[src/rtl/piso_serializer.sv]
// Parallel-in serial-out serializer: accepts a WIDTH-bit word over a valid/ready
// handshake and shifts it out one bit per clock, with back-to-back reload on the last bit.
module piso_serializer #(
    parameter int unsigned WIDTH      = 4,
    parameter bit          LSB_FIRST  = 1'b1,
    parameter bit          IDLE_LEVEL = 1'b0
) (
    input  logic             clk_i,
    input  logic             rst_i,
    input  logic [WIDTH-1:0] din_i,
    input  logic             load_valid_i,
    output logic             load_ready_o,
    output logic             sout_o,
    output logic             sout_valid_o,
    output logic             done_o,
    output logic             busy_o
);

    localparam int unsigned CW = (WIDTH > 1) ? $clog2(WIDTH) : 1;
    localparam logic [CW-1:0] CNT_LAST = CW'(WIDTH - 1);

    typedef enum logic {
        S_IDLE  = 1'b0,
        S_SHIFT = 1'b1
    } state_e;

    state_e           state_q, state_d;
    logic [WIDTH-1:0] shreg_q, shreg_d;
    logic [CW-1:0]    cnt_q, cnt_d;
    logic             sout_q, sout_d;
    logic             busy_q;
    logic             done_q, done_d;
    logic             ready_q, ready_d;
    logic             accept;

    assign accept = load_valid_i & ready_q;

    // Next-state: load on accept, otherwise shift toward the output end with zero fill.
    always_comb begin
        state_d = state_q;
        shreg_d = LSB_FIRST ? (shreg_q >> 1) : (shreg_q << 1);
        cnt_d   = cnt_q;
        if (accept) begin
            shreg_d = din_i;
            cnt_d   = CNT_LAST;
            state_d = S_SHIFT;
        end else if (state_q == S_SHIFT && cnt_q != '0) begin
            cnt_d   = cnt_q - CW'(1);
        end else begin
            state_d = S_IDLE;
        end
        sout_d  = IDLE_LEVEL;
        if (state_d == S_SHIFT) begin
            sout_d = LSB_FIRST ? shreg_d[0] : shreg_d[WIDTH-1];
        end
        done_d  = (state_d == S_SHIFT) && (cnt_d == '0);
        ready_d = (state_d == S_IDLE) || (cnt_d == '0);
    end

    // Registered state plus the output flags derived from the next state.
    always_ff @(posedge clk_i or posedge rst_i) begin
        if (rst_i) begin
            state_q <= S_IDLE;
            shreg_q <= '0;
            cnt_q   <= '0;
            sout_q  <= IDLE_LEVEL;
            busy_q  <= 1'b0;
            done_q  <= 1'b0;
            ready_q <= 1'b1;
        end else begin
            state_q <= state_d;
            shreg_q <= shreg_d;
            cnt_q   <= cnt_d;
            sout_q  <= sout_d;
            busy_q  <= (state_d == S_SHIFT);
            done_q  <= done_d;
            ready_q <= ready_d;
        end
    end

    // Ready is forced low while reset is held, even before the first edge.
    assign load_ready_o = ready_q & ~rst_i;
    assign sout_o       = sout_q;
    assign sout_valid_o = busy_q;
    assign busy_o       = busy_q;
    assign done_o       = done_q;

endmodule
[config.mk]
export PLATFORM = sky130hd
export DESIGN_NAME = piso_serializer
export DESIGN_NICKNAME = d
export VERILOG_FILES = /design/src/rtl/piso_serializer.sv
export SDC_FILE = /design/constraint.sdc
export NUM_CORES = 1
export LEC_CHECK = 0
export CORE_AREA = 2 2 39 41
export DETAILED_ROUTE_END_ITERATION = 8
export DIE_AREA = 0 0 41 43
export PLACE_DENSITY = 0.58
export SLEW_MARGIN = 10
export SYNTH_ARGS = -nofsm -noshare
export SYNTH_HDL_FRONTEND = slang
export SYNTH_SLANG_ARGS = --single-unit
export TNS_END_PERCENT = 50
[constraint.sdc]
create_clock -name clk_i -period 1.2 [get_ports clk_i]
set_input_delay 0.24 -clock clk_i [delete_from_list [all_inputs] [get_ports clk_i]]
set_output_delay 0.24 -clock clk_i [all_outputs]
set_load 0.05 [all_outputs]
==> metrics.md <==
| Metric | Value |
|---|---|
| PortBufs | 11 |
| Setup ws final | -0.112 ns |
| FF-to-FF Start | ready_q$_DFF_PP1_ |
| Max Cap Violations | 0 |
| Iter 0 DRT Violations | 4 |
| Pre-antenna DRT Iters | 4 |
| Max_slew headroom | between 70% and 80% |
| Number of vias per cell | between 4 and 5 |
| Share of layout cells above drive strength 1 | about two fifths |
| Violated checks | negative setup slack |
| First-pass GRT wire length | ~1.2 mm |
| # IOs | 12 |
| Syn_nets | 38 |
| Die area | roughly 1800 um2 |
| Antenna cell count | 0 |
| TritonCTS Buffers | 3 |
| Mean post-synth cell area | ~13 um2 |
| GRT Total Usage | 10.3% |
| Worst Setup End Kind | output pin |
| Htree depth | 1 |
| Clock Latency Late Sink | roughly 0.25 ns |
| Register area share after synthesis | 59.5% |
| Synth unique cells | 16 |
| Hold slack | 0.332 ns |
| Setup TNS | -0.112 ns |
| Layout area overhead | 61.2% |
| Critical path data arrival time | 1.07 ns |
| Final hold viol count | 0 |
| Path type of the worst setup path | flip-flop to output pin |
| Initial Util | about 27% |
| Row cnt | 14 |
| Root buffer cell | clkbuf_4 |
| Seq cells post-synth | 9 |
| Antenna violations before repair | 0 |
| Placed Instances | 57 |
| FILL cells | roughly 120 |
| Post-Layout Cell Count | 63 |
| Antenna Nets Post-Route | 0 |
| Tightest Pin Transition | approximately 0.34 ns |
| Setup crit start | ready_q$_DFF_PP1_ |
| Most common library cells after synthesis | dfrtp_1 (8), a21oi_1 (3), inv_1 (3), nand2_1 (3), mux2_4 (2) |
| Clock tree from TritonCTS | done |
| P_leak | 0.000297 uW |
| Placed cell areas | roughly 570 um2 |
| DP Worst Slack | -0.139 ns |
| Design Area, Final | 613 um2 |
| Post-DP HPWL | 488 um |
| Clock tree sinks | 9 |
| Vias in the first global route | about 280 |
| Minimum clock period | between 1 and 1.5 ns |
| Critical Path Source Type | flip-flop |
| Grt total ovfl | 0 |
| Ys Warns | 0 |
| Pins Over Slew Limit | 0 |
| FFs w/ async S/R, synth | between 90% and 100% |
| Count leader, synth | dfrtp_1 |
| Cts hold-fix bufs | 0 |
| RD Place Congestion | 0.702 |
| Clock skew | approximately 0.0019 ns |
| # DRC | 0 |
| Post-Route WL | 644 um |
| Worst r2r path cells | 3 |
| Final setup fails | 1 |
| Required time worst endpoint | around 0.96 ns |
| RSZ-0062 raised after global routing | true |
| Die Ht | approximately 43 um |
| Syn Inst Count | 30 |
| Pin count of the biggest net entering global routing | 10 |
| Post-synth top area share | between 50% and 60% |
| CP max FO | 2 |
| Tcrit/Tclk final | 109% |
| Leading area contributor after synthesis | dfrtp_1 |
| Max Fclk | between 700 and 800 MHz |
| Core box area | roughly 1400 um2 |
| Top_reg_cell synth | dfrtp_1 |
| Synthesized area | 380 um2 |
| Final #Nets | 56 |
| Drt wl/cell | between 10 and 15 um |
| Status | finished, violations left |
| Die Wd | between 40 and 50 um |
| CTS clk-pin slew, worst paths | 0.06 ns |
| Peak VDD IR | between 0.9 and 1 mV |
| Max clock buf depth | 2 |
| Synth area leaders | dfrtp_1 (53%), mux2_4 (7.9%), dfstp_2 (6.9%), a21oi_1 (3.9%), nand2b_4 (3.6%) |
| Pwr/cell area | 2850 nW/um2 |
| Post-synth EDFFs | 0 |
| Via Count | about 270 |
| Hold Path Class | input pin to async pin |
cell type report:
cell class | instances | area, um2 | area share, %
Clock buffer | 4 | 26.3 | 4.29
Timing Repair Buffer | 14 | 183 | 29.8
Multi-Input combinational cell | 17 | 146 | 23.9
Inverter | 3 | 11.3 | 1.84
Sequential cell | 9 | 226 | 36.9
Tap cell | 16 | 20.0 | 3.27
power by group:
group | switching, uW | total, uW | internal [uW]
registers | 87.4 | 524 | 437
clock network | 97.5 | 225 | 128
logic | 486 | 998 | 512
total | 671 | 1750 | 1080
state kept, by name, indices dropped and copies added, names as in the netlist:
| name | count |
|---|---|
| shreg_q | 3 |
| cnt_q | 2 |
| busy_o | 1 |
| done_o | 1 |
| ready_q | 1 |
| sout_o | 1 |
per-stage QoR:
step / power (uW) / utilization, %
floorplan: 1090 / -
global placement: 1460 / 41.0
detailed placement: 1470 / 41.0
CTS: 1740 / 43.5
global route: 1890 / 44.3
finish: 1750 / 44.3
final timing paths:
path,slack (ns),end
max reg2reg,0.04,shreg_q[2]$_DFF_PP0_
min reg2reg,0.47,sout_o$_DFF_PP0_
min in group clk_i,0.47,sout_o$_DFF_PP0_
min,0.33,done_o$_DFF_PP0_
max in group asynchronous,0.57,ready_q$_DFF_PP1_
max,-0.11,load_ready_o
cell usage in the layout (no fill, tap or decap), drive strengths merged, types with 2 or more instances in the layout:
| cell | n |
|---|---|
| clkdlybuf4s50 | 6 |
| a21oi | 3 |
| nand2 | 4 |
| mux2 | 2 |
| buf | 8 |
| and3 | 2 |
| clkbuf | 4 |
| dfrtp | 8 |
| inv | 3 |
timing repair:
| item | 4_1_cts | 5_1_grt |
|---|---|---|
| pin swaps | 0 | 0 |
| endpoints found under the setup margin | 1 | 5 |
| buffers inserted | 1 | 1 |
| gates resized for setup | 0 | 1 |
per-layer routing:
layer	global-route usage (%)	part of all wire, %	vias up
met4	6.00	0	0
met3	3.14	5.0	0
met2	12.8	48	11
met1	15.1	47	121
met5	0	0	-
li1	-	-	134
critical path, stage by stage, from the launching register on:
cell     delay, ns
dfstp_2       0.53
nor2b_4       0.15
buf_12        0.14
cells by family (layout without fill, tap and decap cells):
logic type	count (synthesis)	count (layout)	share of synthesized area [%]
mux	2	2	7.90
buf+inv	4	21	4.93
simple gates	8	8	13.5
compound gates	5	5	8.55
xor+xnor	1	1	2.30
flops	9	9	59.5
fa+ha+maj	1	1	3.29
Power figures use the tool's default switching activity.
